--- config.mk ---
export PLATFORM = sky130hd
export DESIGN_NAME = fft_bfly_sched_flat
export DESIGN_NICKNAME = d
export VERILOG_FILES = /design/src/rtl/fft_pkg.sv /design/src/rtl/fft_bfly_sched_if.sv /design/src/rtl/fft_addr_delay.sv /design/src/rtl/fft_bfly_sched.sv /design/src/flat_wrapper.sv
export SDC_FILE = /design/constraint.sdc
export NUM_CORES = 1
export LEC_CHECK = 0
export BUFFER_PORTS_ARGS = -buffer_cell sky130_fd_sc_hd__buf_2
export CORE_MARGIN = 2
export CORE_UTILIZATION = 56
export DETAILED_ROUTE_END_ITERATION = 10
export PLACE_DENSITY = 0.89
export SLEW_MARGIN = 20
export SYNTH_ARGS = -nofsm -noshare
export SYNTH_HDL_FRONTEND = slang
export SYNTH_SLANG_ARGS = --single-unit
--- constraint.sdc ---
create_clock -name clk -period 4.85 [get_ports clk]
set_input_delay 0.485 -clock clk [delete_from_list [all_inputs] [get_ports clk]]
set_output_delay 0.485 -clock clk [all_outputs]
set_load 0.005 [all_outputs]
--- src/rtl/fft_pkg.sv ---
// Shared constants, FSM state encoding and bench helpers for the radix-2 DIT FFT
// butterfly sequencer.
package fft_pkg;

  localparam int FFT_LOG2N = 8;
  localparam int FFT_N     = 1 << FFT_LOG2N;
  localparam int CPLX_W    = 22;
  localparam int HALF_W    = 11;
  localparam int BF_LAT    = 2;

  typedef enum logic [1:0] {
    S_IDLE,
    S_RUN,
    S_DRAIN,
    S_DONE
  } state_e;

  // Reverses the low 'bits' bits of x; used to build bit-reversed input images.
  function automatic logic [FFT_LOG2N-1:0] bitrev(input logic [FFT_LOG2N-1:0] x,
                                                  input int bits);
    logic [FFT_LOG2N-1:0] r;
    r = '0;
    for (int i = 0; i < bits; i++) begin
      r[i] = x[bits-1-i];
    end
    return r;
  endfunction

endpackage

--- src/rtl/fft_bfly_sched_if.sv ---
// Control/address bundle between the butterfly sequencer (master) and the
// RAM/butterfly datapath (slave).
interface fft_bfly_sched_if #(
  parameter int LOG2N = 8
);

  logic                       start;
  logic                       busy;
  logic                       done;
  logic                       rd_en;
  logic [LOG2N-1:0]           rd_addr_a;
  logic [LOG2N-1:0]           rd_addr_b;
  logic [LOG2N-2:0]           tw_addr;
  logic [$clog2(LOG2N)-1:0]   stage;
  logic                       wr_en;
  logic [LOG2N-1:0]           wr_addr_a;
  logic [LOG2N-1:0]           wr_addr_b;

  modport master (
    input  start,
    output busy, done,
    output rd_en, rd_addr_a, rd_addr_b, tw_addr, stage,
    output wr_en, wr_addr_a, wr_addr_b
  );

  modport slave (
    output start,
    input  busy, done,
    input  rd_en, rd_addr_a, rd_addr_b, tw_addr, stage,
    input  wr_en, wr_addr_a, wr_addr_b
  );

endinterface

--- src/rtl/fft_addr_delay.sv ---
// Fixed-depth shift register with asynchronous clear; carries the issue strobe
// and addresses to the write-back side after the butterfly latency.
module fft_addr_delay #(
  parameter int DEPTH = 2,
  parameter int WIDTH = 17
) (
  input  logic             clk,
  input  logic             rst,
  input  logic [WIDTH-1:0] data_i,
  output logic [WIDTH-1:0] data_o
);

  logic [WIDTH-1:0] pipe_q [DEPTH];

  always_ff @(posedge clk or posedge rst) begin
    if (rst) begin
      for (int i = 0; i < DEPTH; i++) begin
        pipe_q[i] <= '0;
      end
    end else begin
      pipe_q[0] <= data_i;
      for (int i = 1; i < DEPTH; i++) begin
        pipe_q[i] <= pipe_q[i-1];
      end
    end
  end

  assign data_o = pipe_q[DEPTH-1];

endmodule

--- src/rtl/fft_bfly_sched.sv ---
// In-place radix-2 DIT FFT sequencer: one butterfly issue per cycle, a drain gap
// after each stage so every write lands before the next stage reads.
module fft_bfly_sched #(
  parameter int LOG2N  = fft_pkg::FFT_LOG2N,
  parameter int BF_LAT = fft_pkg::BF_LAT
) (
  input  logic             clk,
  input  logic             rst,
  fft_bfly_sched_if.master sched
);

  import fft_pkg::*;

  localparam int AW = LOG2N;
  localparam int TW = LOG2N - 1;
  localparam int KW = LOG2N - 1;
  localparam int SW = $clog2(LOG2N);
  localparam int DW = $clog2(BF_LAT + 1);
  localparam int PW = 1 + 2 * AW;

  localparam logic [KW-1:0] K_LAST = '1;
  localparam logic [SW-1:0] S_LAST = SW'(LOG2N - 1);
  localparam logic [DW-1:0] D_LAST = DW'(BF_LAT - 1);

  state_e          state_q, state_d;
  logic [KW-1:0]   k_q, k_d;
  logic [SW-1:0]   s_q, s_d;
  logic [DW-1:0]   d_q, d_d;

  logic            rd_en_q, rd_en_d;
  logic [AW-1:0]   rd_a_q, rd_a_d;
  logic [AW-1:0]   rd_b_q, rd_b_d;
  logic [TW-1:0]   tw_q, tw_d;
  logic [SW-1:0]   stage_q, stage_d;
  logic            busy_q, busy_d;
  logic            done_q, done_d;

  logic [AW-1:0]   kx, mask, pos, span;
  logic [SW-1:0]   tw_sh;
  logic [PW-1:0]   wr_bus;

  always_comb begin
    state_d = state_q;
    k_d     = k_q;
    s_d     = s_q;
    d_d     = d_q;
    case (state_q)
      S_IDLE: begin
        if (sched.start) begin
          state_d = S_RUN;
          k_d     = '0;
          s_d     = '0;
        end
      end
      S_RUN: begin
        if (k_q == K_LAST) begin
          state_d = S_DRAIN;
          d_d     = '0;
        end else begin
          k_d = k_q + 1'b1;
        end
      end
      S_DRAIN: begin
        if (d_q == D_LAST) begin
          if (s_q == S_LAST) begin
            state_d = S_DONE;
          end else begin
            state_d = S_RUN;
            s_d     = s_q + 1'b1;
            k_d     = '0;
          end
        end else begin
          d_d = d_q + 1'b1;
        end
      end
      S_DONE: begin
        state_d = S_IDLE;
      end
      default: begin
        state_d = S_IDLE;
      end
    endcase
  end

  // Outputs are computed from next-state so they appear registered in the issue cycle.
  always_comb begin
    kx      = AW'(k_d);
    span    = AW'(1) << s_d;
    mask    = span - AW'(1);
    pos     = kx & mask;
    tw_sh   = S_LAST - s_d;
    rd_en_d = (state_d == S_RUN);
    busy_d  = (state_d == S_RUN) || (state_d == S_DRAIN);
    done_d  = (state_d == S_DONE);
    rd_a_d  = '0;
    rd_b_d  = '0;
    tw_d    = '0;
    stage_d = '0;
    if (rd_en_d) begin
      rd_a_d  = ((kx & ~mask) << 1) | pos;
      rd_b_d  = rd_a_d | span;
      tw_d    = TW'(pos << tw_sh);
      stage_d = s_d;
    end
  end

  always_ff @(posedge clk or posedge rst) begin
    if (rst) begin
      state_q <= S_IDLE;
      k_q     <= '0;
      s_q     <= '0;
      d_q     <= '0;
      rd_en_q <= 1'b0;
      rd_a_q  <= '0;
      rd_b_q  <= '0;
      tw_q    <= '0;
      stage_q <= '0;
      busy_q  <= 1'b0;
      done_q  <= 1'b0;
    end else begin
      state_q <= state_d;
      k_q     <= k_d;
      s_q     <= s_d;
      d_q     <= d_d;
      rd_en_q <= rd_en_d;
      rd_a_q  <= rd_a_d;
      rd_b_q  <= rd_b_d;
      tw_q    <= tw_d;
      stage_q <= stage_d;
      busy_q  <= busy_d;
      done_q  <= done_d;
    end
  end

  fft_addr_delay #(
    .DEPTH (BF_LAT),
    .WIDTH (PW)
  ) u_wr_delay (
    .clk    (clk),
    .rst    (rst),
    .data_i ({rd_en_q, rd_a_q, rd_b_q}),
    .data_o (wr_bus)
  );

  assign sched.busy      = busy_q;
  assign sched.done      = done_q;
  assign sched.rd_en     = rd_en_q;
  assign sched.rd_addr_a = rd_a_q;
  assign sched.rd_addr_b = rd_b_q;
  assign sched.tw_addr   = tw_q;
  assign sched.stage     = stage_q;
  assign sched.wr_en     = wr_bus[2*AW];
  assign sched.wr_addr_a = wr_bus[2*AW-1:AW];
  assign sched.wr_addr_b = wr_bus[AW-1:0];

endmodule

--- src/flat_wrapper.sv ---
// flat-port wrapper written by rule: the top's interface ports become plain ports
module fft_bfly_sched_flat import fft_pkg::*;
#(
  parameter int LOG2N  = fft_pkg::FFT_LOG2N,
  parameter int BF_LAT = fft_pkg::BF_LAT
)
  (clk, rst, sched_start, sched_busy, sched_done, sched_rd_en, sched_rd_addr_a, sched_rd_addr_b, sched_tw_addr, sched_stage, sched_wr_en, sched_wr_addr_a, sched_wr_addr_b);
  fft_bfly_sched_if #(.LOG2N(LOG2N)) sched_i ();
  input  logic clk;
  input  logic rst;
  input wire logic [$bits(sched_i.start)-1:0] sched_start;
  output wire logic [$bits(sched_i.busy)-1:0] sched_busy;
  output wire logic [$bits(sched_i.done)-1:0] sched_done;
  output wire logic [$bits(sched_i.rd_en)-1:0] sched_rd_en;
  output wire logic [$bits(sched_i.rd_addr_a)-1:0] sched_rd_addr_a;
  output wire logic [$bits(sched_i.rd_addr_b)-1:0] sched_rd_addr_b;
  output wire logic [$bits(sched_i.tw_addr)-1:0] sched_tw_addr;
  output wire logic [$bits(sched_i.stage)-1:0] sched_stage;
  output wire logic [$bits(sched_i.wr_en)-1:0] sched_wr_en;
  output wire logic [$bits(sched_i.wr_addr_a)-1:0] sched_wr_addr_a;
  output wire logic [$bits(sched_i.wr_addr_b)-1:0] sched_wr_addr_b;
  assign sched_i.start = sched_start;
  assign sched_busy = sched_i.busy;
  assign sched_done = sched_i.done;
  assign sched_rd_en = sched_i.rd_en;
  assign sched_rd_addr_a = sched_i.rd_addr_a;
  assign sched_rd_addr_b = sched_i.rd_addr_b;
  assign sched_tw_addr = sched_i.tw_addr;
  assign sched_stage = sched_i.stage;
  assign sched_wr_en = sched_i.wr_en;
  assign sched_wr_addr_a = sched_i.wr_addr_a;
  assign sched_wr_addr_b = sched_i.wr_addr_b;
  fft_bfly_sched #(.LOG2N(LOG2N), .BF_LAT(BF_LAT)) u_core (.clk(clk), .rst(rst), .sched(sched_i));
endmodule
# [Word level (Yosys, flattened, before mapping)]
# Cells that the tools add are included.
[totals] reg_bits=77 in_bits=3 output_inout_bits=46
[classes] n_mux=21 reduce_logical=4 n_shift=2 n_bitwise=5 add_sub_neg=5 n_eq_ne=11
[op_table] operator="2-to-1 mux 7 bit" count=5
[op_table] operator="case mux 7 bit (3 select lines)" count=1
[op_table] operator="2-to-1 mux 8 bit" count=2
[op_table] operator="OR 8 bit" count=2
[op_table] operator="2-to-1 mux 2 bit" count=6
[op_table] operator="2-to-1 mux 3 bit" count=4
[op_table] operator="AND 7 x 8 -> 8 bit" count=1
[op_table] operator="equality test 2 bit, second input constant" count=4
[op_table] operator="case mux 2 bit (4 select lines)" count=1
[op_table] operator="left shift 1 x 3 -> 8 bit, first input constant" count=1
[op_table] operator="left shift 8 x 3 -> 7 bit" count=1
[op_table] operator="subtractor 8 x 1 -> 8 bit, second input constant" count=1
[op_table] operator="adder 7 x 1 -> 7 bit, second input constant" count=1
[op_table] operator="AND 7 bit" count=1
[op_table] operator="equality test 7 bit, second input constant" count=1
[op_table] operator="inverter 7 bit" count=1
[op_table] operator="equality test 2 x 1 -> 1 bit, second input constant" count=3
[op_table] operator="case mux 3 bit (2 select lines)" count=1
[op_table] operator="case mux 2 bit (2 select lines)" count=1
[op_table] operator="adder 3 x 1 -> 3 bit, second input constant" count=1
[op_table] operator="equality test 3 bit, second input constant" count=1
[op_table] operator="AND reduction 3 bit" count=1
[op_table] operator="subtractor 3 bit, first input constant" count=1
[op_table] operator="adder 2 x 1 -> 2 bit, second input constant" count=1
[op_table] operator="other kinds (5)" count=5

# [Depth between registers and ports, before layout]
[logic_depth] depth_word=11 ltp_mapped=16

# [Cells and area by module]
# From an unflattened synthesis, not the netlist that was laid out.
[unflattened] hier_cells=297 hier_area_um2=3334.4
[modules_own_cells] module="fft_bfly_sched" seq_area_each_um2=1076.0 area_per_inst_um2=2352.3 instances=1 cells_each=245
[modules_own_cells] module="fft_addr_delay" seq_area_each_um2=850.8 area_per_inst_um2=982.2 instances=1 cells_each=52

# [Least setup slack after synthesis]
# Ideal clock, no wire load.
[synth_timing] path_kind="reg-to-reg" start="reg u_core.d_q[1]" end="reg u_core.tw_q[6] (netlist: u_core.sched.tw_addr[6])" setup_time_ns=0.111 slack_ns=1.298 path_stages_with_launch=16 t_required_ns=4.739 n_path_buf=2 arrival_time_ns=3.441 cell_sequence="dfrtp_1 > inv_1 > ha_1 > a21bo_4 > xor2_1 > o21a_1 > buf_2 > buf_1 > nand3_1 > ha_1 > nand2b_1 > or4_1 > o211ai_2 > mux2_1 > a21oi_1 > a2111oi_2"
[synth_via] elab_chain_len=8
[synth_rtl] element="from (decl)" line_no="fft_bfly_sched.sv:28" rtl="logic [DW-1:0] d_q, d_d;"
[synth_rtl] element="from (signal assigned)" line_no="fft_bfly_sched.sv:112" rtl="d_q <= '0;"
[synth_rtl] element="from (signal assigned)" line_no="fft_bfly_sched.sv:124" rtl="d_q <= d_d;"
[synth_rtl] element="equality test 2 x 1 -> 1 bit (*)" line_no="fft_bfly_sched.sv:64" rtl="if (d_q == D_LAST) begin"
[synth_rtl] element="2-to-1 mux 3 bit" line_no="fft_bfly_sched.sv:64"
[synth_rtl] element="case mux 3 bit (2 select lines)" line_no="fft_bfly_sched.sv:47" rtl="case (state_q)"
[synth_rtl] element="left shift 1 x 3 -> 8 bit" line_no="fft_bfly_sched.sv:88" rtl="span = AW'(1) << s_d;"
[synth_rtl] element="subtractor 8 x 1 -> 8 bit" line_no="fft_bfly_sched.sv:89" rtl="mask = span - AW'(1);"
[synth_rtl] element="AND 7 x 8 -> 8 bit" line_no="fft_bfly_sched.sv:90" rtl="pos = kx & mask;"
[synth_rtl] element="left shift 8 x 3 -> 7 bit" line_no="fft_bfly_sched.sv:102" rtl="tw_d = TW'(pos << tw_sh);"
[synth_rtl] element="2-to-1 mux 7 bit (*)" line_no="fft_bfly_sched.sv:99" rtl="if (rd_en_d) begin"
[synth_rtl] element="net u_core.tw_d[6]" line_no="fft_bfly_sched.sv:33" rtl="logic [TW-1:0] tw_q, tw_d;"
[synth_rtl] element="to (signal assigned)" line_no="fft_bfly_sched.sv:128" rtl="tw_q <= tw_d;"
[synth_rtl] element="to (decl)" line_no="fft_bfly_sched.sv:33"
# The timed path passes the listed nets; every way through them passes the cells marked *.
# A chain may end at the register's enable or synchronous reset.

# [Final worst setup path]
[layout_timing] start="reg u_core.state_q[0]" end="reg u_core.tw_q[6] (netlist: u_core.sched.tw_addr[6])"
[layout_via] elab_chain_len=7
[layout_rtl] element="from (decl)" line_no="fft_bfly_sched.sv:25" rtl="state_e state_q, state_d;"
[layout_rtl] element="from (signal assigned)" line_no="fft_bfly_sched.sv:121" rtl="state_q <= state_d;"
[layout_rtl] element="equality test 2 bit / zero test 2 bit (equally long branches)" line_no="fft_bfly_sched.sv:47"
[layout_rtl] element="case mux 3 bit (2 select lines)" line_no="fft_bfly_sched.sv:47"
[layout_rtl] element="left shift 1 x 3 -> 8 bit" line_no="fft_bfly_sched.sv:88"
[layout_rtl] element="subtractor 8 x 1 -> 8 bit" line_no="fft_bfly_sched.sv:89"
[layout_rtl] element="AND 7 x 8 -> 8 bit" line_no="fft_bfly_sched.sv:90"
[layout_rtl] element="left shift 8 x 3 -> 7 bit" line_no="fft_bfly_sched.sv:102"
[layout_rtl] element="2-to-1 mux 7 bit (*)" line_no="fft_bfly_sched.sv:99"
[layout_rtl] element="net u_core.tw_d[6]" line_no="fft_bfly_sched.sv:33"
# Marks and branches as above.

==> summary.txt <==
Clock network
  – Clock Sinks: 77
  – Post-CTS Setup Inserts: 0
  – Post-CTS Hold Buffers: 0
  – CTS root buffer: clkbuf_8
  – Worst skew pair latency: approximately 0.34 ns
  – CTS tree: yes
  – H-tree level count: 3
  – Total CTS buffers: 9
  – Post-CTS sizing: 0
  – Reg clk slew, reported paths: 0.08 ns
  – CTS max path bufs: 2

Logic synthesis
  – Synth Area in Simple Gates: a little over a tenth
  – Largest family of logic cells by synthesized area: compound AO/OA/AOI/OAI gates
  – Seq/Total Area, Yosys: between 50% and 60%
  – Ranking of synthesized cells by area: dfrtp_1 58%, buf_4 3.8%, ha_1 3.8%
  – Synth Area in Compound Gates: between 15 and 20%
  – Synth Area per Inst: 11.5 um2
  – Synthesized area: between 3000 and 4000 um2
  – Yosys top cell area share: between 50% and 60%
  – Top FF cell, synth: dfrtp_1
  – Cell accounting for the most synthesized area: dfrtp_1
  – Area share of fa/ha/maj cells after synthesis: between 3 and 4%
  – Syn nets: roughly 300
  – Synth Area in XOR/XNOR: less than 1%
  – Mux contribution to synthesized area: between 2 and 3%
  – Synth cell types: 62
  – Syn. warnings: 0
  – Post-synthesis sequential element count: slightly below 80
  – Synthesized instance count: ~290
  – Post-synth EDFFs: 0
  – FFs w/ async S/R, synth: 100%

Setup path
  – CP arrival: about 4.4 ns
  – CP Capture Type: flop
  – CP Cell Sequence: inv_1 -> ha_1 -> mux2i_1 -> nand2_1 -> o21a_1 -> nand3_1 -> ha_1 -> nand2b_1 -> or4_1 -> o211ai_2 -> mux2_1 -> a21oi_1 -> a2111oi_2
  – Master of the slowest instance on the critical path: ha_1
  – Critical path buffers and inverters: 1
  – Max stage delay on crit path: ~0.5 ns
  – Worst-path fanout max: 16
  – Required time of the critical path: between 5 and 6 ns
  – CP most frequent cell: ha_1
  – Worst setup SP type: flop
  – Top delay family on crit path: compound AO/OA/AOI/OAI gates
  – Setup CP Type: flop to flop

Route
  – WL per Instance: around 17 um
  – DR DRC count: 0
  – Pre-antenna DRT Iters: 5
  – Vias/cell: a little under 6
  – Vias post-DR: around 2400
  – DRT iter0 DRCs: between 200 and 300
  – DRT Wirelength: 6.72 mm
  – Post-route ant nets: 0

Die
  – Height of the die: between 80 and 90 um
  – FP Rows: 28
  – Core Area: around 5800 um2
  – IO Pins: 49
  – Die Span X: ~80 um
  – Initial core utilization: about 57%
  – Die area: approximately 6600 um2

STA
  – Post-route setup slack: roughly 0.67 ns
  – Final setup viols: 0
  – Fin crit share: a little under nine tenths
  – RSZ-0062 raised after global routing: no
  – Worst-margin pin slew: just over 0.9 ns
  – Final Hold Viols: 0
  – Rel. slew slack: between 30% and 40%
  – Fin Setup TNS: 0 ns
  – Clk_skew: 0.00534 ns
  – Fin crit period: about 4.2 ns
  – Max Clock Freq: 239 MHz
  – Max-slew violations: 0

Placement
  – Setup WS pre-CTS: between 0.7 and 0.8 ns
  – Post-DP HPWL: 4.49 mm
  – Number of port buffers: between 40 and 50
  – RD Place Congestion: 0.899

Job
  – Max-cap violations: 0

Worst hold path
  – Worst min path class: flop to flop

Global routing
  – Global route overflow: 0
  – GRT Overall Usage: 21.9%
  – Vias in the first global route: roughly 2200
  – Antenna violations before repair: 0
  – Pin count of the biggest net entering global routing: 78
  – Wire length of the first global-routing pass: roughly 11 mm

Power
  – Maximum vdd drop: slightly below 200 uV
  – Leak: between 1.5 and 2 nW
  – Power density cells: ~330 nW/um2

Layout
  – Share of layout cells above drive strength 1: 25.5%
  – Synthesis-to-layout area growth: 13.2%
  – Diode count: 0
  – Final Core Density: between 60 and 70%
  – Most frequent cells in the layout: 77 x dfrtp_1, 48 x buf_2, 32 x nand2_1
  – # nets final: ~340
  – Most common cell after layout, fill and taps aside: dfrtp_1

Status
  – Run status: complete, no violations
==> layout make-up <==
| class | instances | area, um2 |
|---|---|---|
| Tap cell | 75 | 93.8 |
| Multi-Input combinational cell | 168 | 1170 |
| Timing Repair Buffer | 51 | 263 |
| Sequential cell | 77 | 1930 |
| Inverter | 17 | 63.8 |
| Clock buffer | 11 | 141 |
| Fill cell | 450 | 2050 |
| Clock inverter | 5 | 108 |
==> power by group <==
part	total [W]	leakage (nW)	switching, W	internal, W
clock network	0.000583	0.124	0.000225	0.000358
logic	0.0000134	0.779	0.0000122	0.00000127
registers	0.000641	0.923	0	0.000641
==> cells in the mapped netlist, drive strengths merged (2+ instances only) <==
| library cell | number |
|---|---|
| a41oi | 4 |
| a21o | 2 |
| nand4 | 2 |
| mux2i | 4 |
| a2111oi | 2 |
| a22o | 2 |
| nand3 | 3 |
| a31oi | 5 |
| clkbuf | 3 |
| o2111ai | 2 |
| ha | 10 |
| dfrtp | 77 |
| o21a | 5 |
| a211o | 2 |
| a211oi | 2 |
| nand2 | 32 |
| nor2 | 13 |
| a22oi | 2 |
| inv | 16 |
| and2b | 2 |
| mux2 | 3 |
| buf | 23 |
| o31ai | 3 |
| and3 | 4 |
| o211ai | 3 |
| nor3 | 7 |
| a21oi | 21 |
| o21ai | 10 |
==> kinds of logic (layout without fill, tap and decap cells) <==
| group | after synthesis | count (layout) |
|---|---|---|
| and+or+nand+nor | 73 | 73 |
| DFF | 77 | 77 |
| xor gates and xnor gates | 2 | 2 |
| buffers and inverters | 43 | 84 |
| adders and majority gates | 10 | 10 |
| muxes | 7 | 7 |
| AOI/OAI and AO/OA | 76 | 76 |
==> through the flow <==
stage | power (W) | hold slack (ns) | instances | cell area [um2]
after global placement | 0.000668 | 0.331 | 388 | 3510
final | 0.00124 | 0.349 | 404 | 3760
after CTS | 0.00125 | 0.352 | 404 | 3760
after global routing | 0.00128 | 0.351 | 404 | 3760
after detailed placement | 0.000669 | 0.335 | 388 | 3510
after floorplan | 0.000664 | 0.331 | 288 | 3320
==> registers in the layout, summed over array words and instances (netlist names) <==
signal and count:
u_core.sched.done 1, u_core.sched.rd_addr_b 8, u_core.u_wr_delay.data_o 17, u_core.sched.tw_addr 7, u_core.s_q 3, u_core.u_wr_delay.pipe_q 17, u_core.state_q 2, u_core.sched.rd_en 1
u_core.sched.rd_addr_a 8, u_core.k_q 7, u_core.sched.busy 1, u_core.d_q 2, u_core.sched.stage 3
==> worst register-to-register path, cell delays in order (launching register included) <==
cell       delay, ns
dfrtp_1         0.42
inv_1           0.13
ha_1            0.50
mux2i_1         0.25
nand2_1         0.15
o21a_1          0.50
nand3_1         0.27
ha_1            0.39
nand2b_1        0.18
or4_1           0.42
o211ai_2        0.14
mux2_1          0.22
a21oi_1         0.10
a2111oi_2       0.40
==> per-layer routing <==
metal	track usage, %	vias to the layer above	wire length (um)
li1	-	1074	-
met1	29.3	1127	2800
met2	33.4	138	3170
met3	5.44	21	569
met4	11.0	0	181
met5	0	-	0
==> path summary, 6_finish.rpt <==
kind / startpoint / to / slack [ns] / depth (start not counted)
max: u_core.state_q[0] / u_core.sched.tw_addr[6] / 0.67 / 13
min: u_core.u_wr_delay.pipe_q[33] / u_core.u_wr_delay.data_o[16] / 0.35 / 0
max reg2reg: u_core.state_q[0] / u_core.sched.tw_addr[6] / 0.67 / 13
min reg2reg: u_core.u_wr_delay.pipe_q[33] / u_core.u_wr_delay.data_o[16] / 0.35 / 0
max in group asynchronous: rst / u_core.k_q[4] / 3.82 / 3
min in group asynchronous: rst / u_core.u_wr_delay.data_o[11] / 0.41 / 3
(Power assumes the default switching activity.)
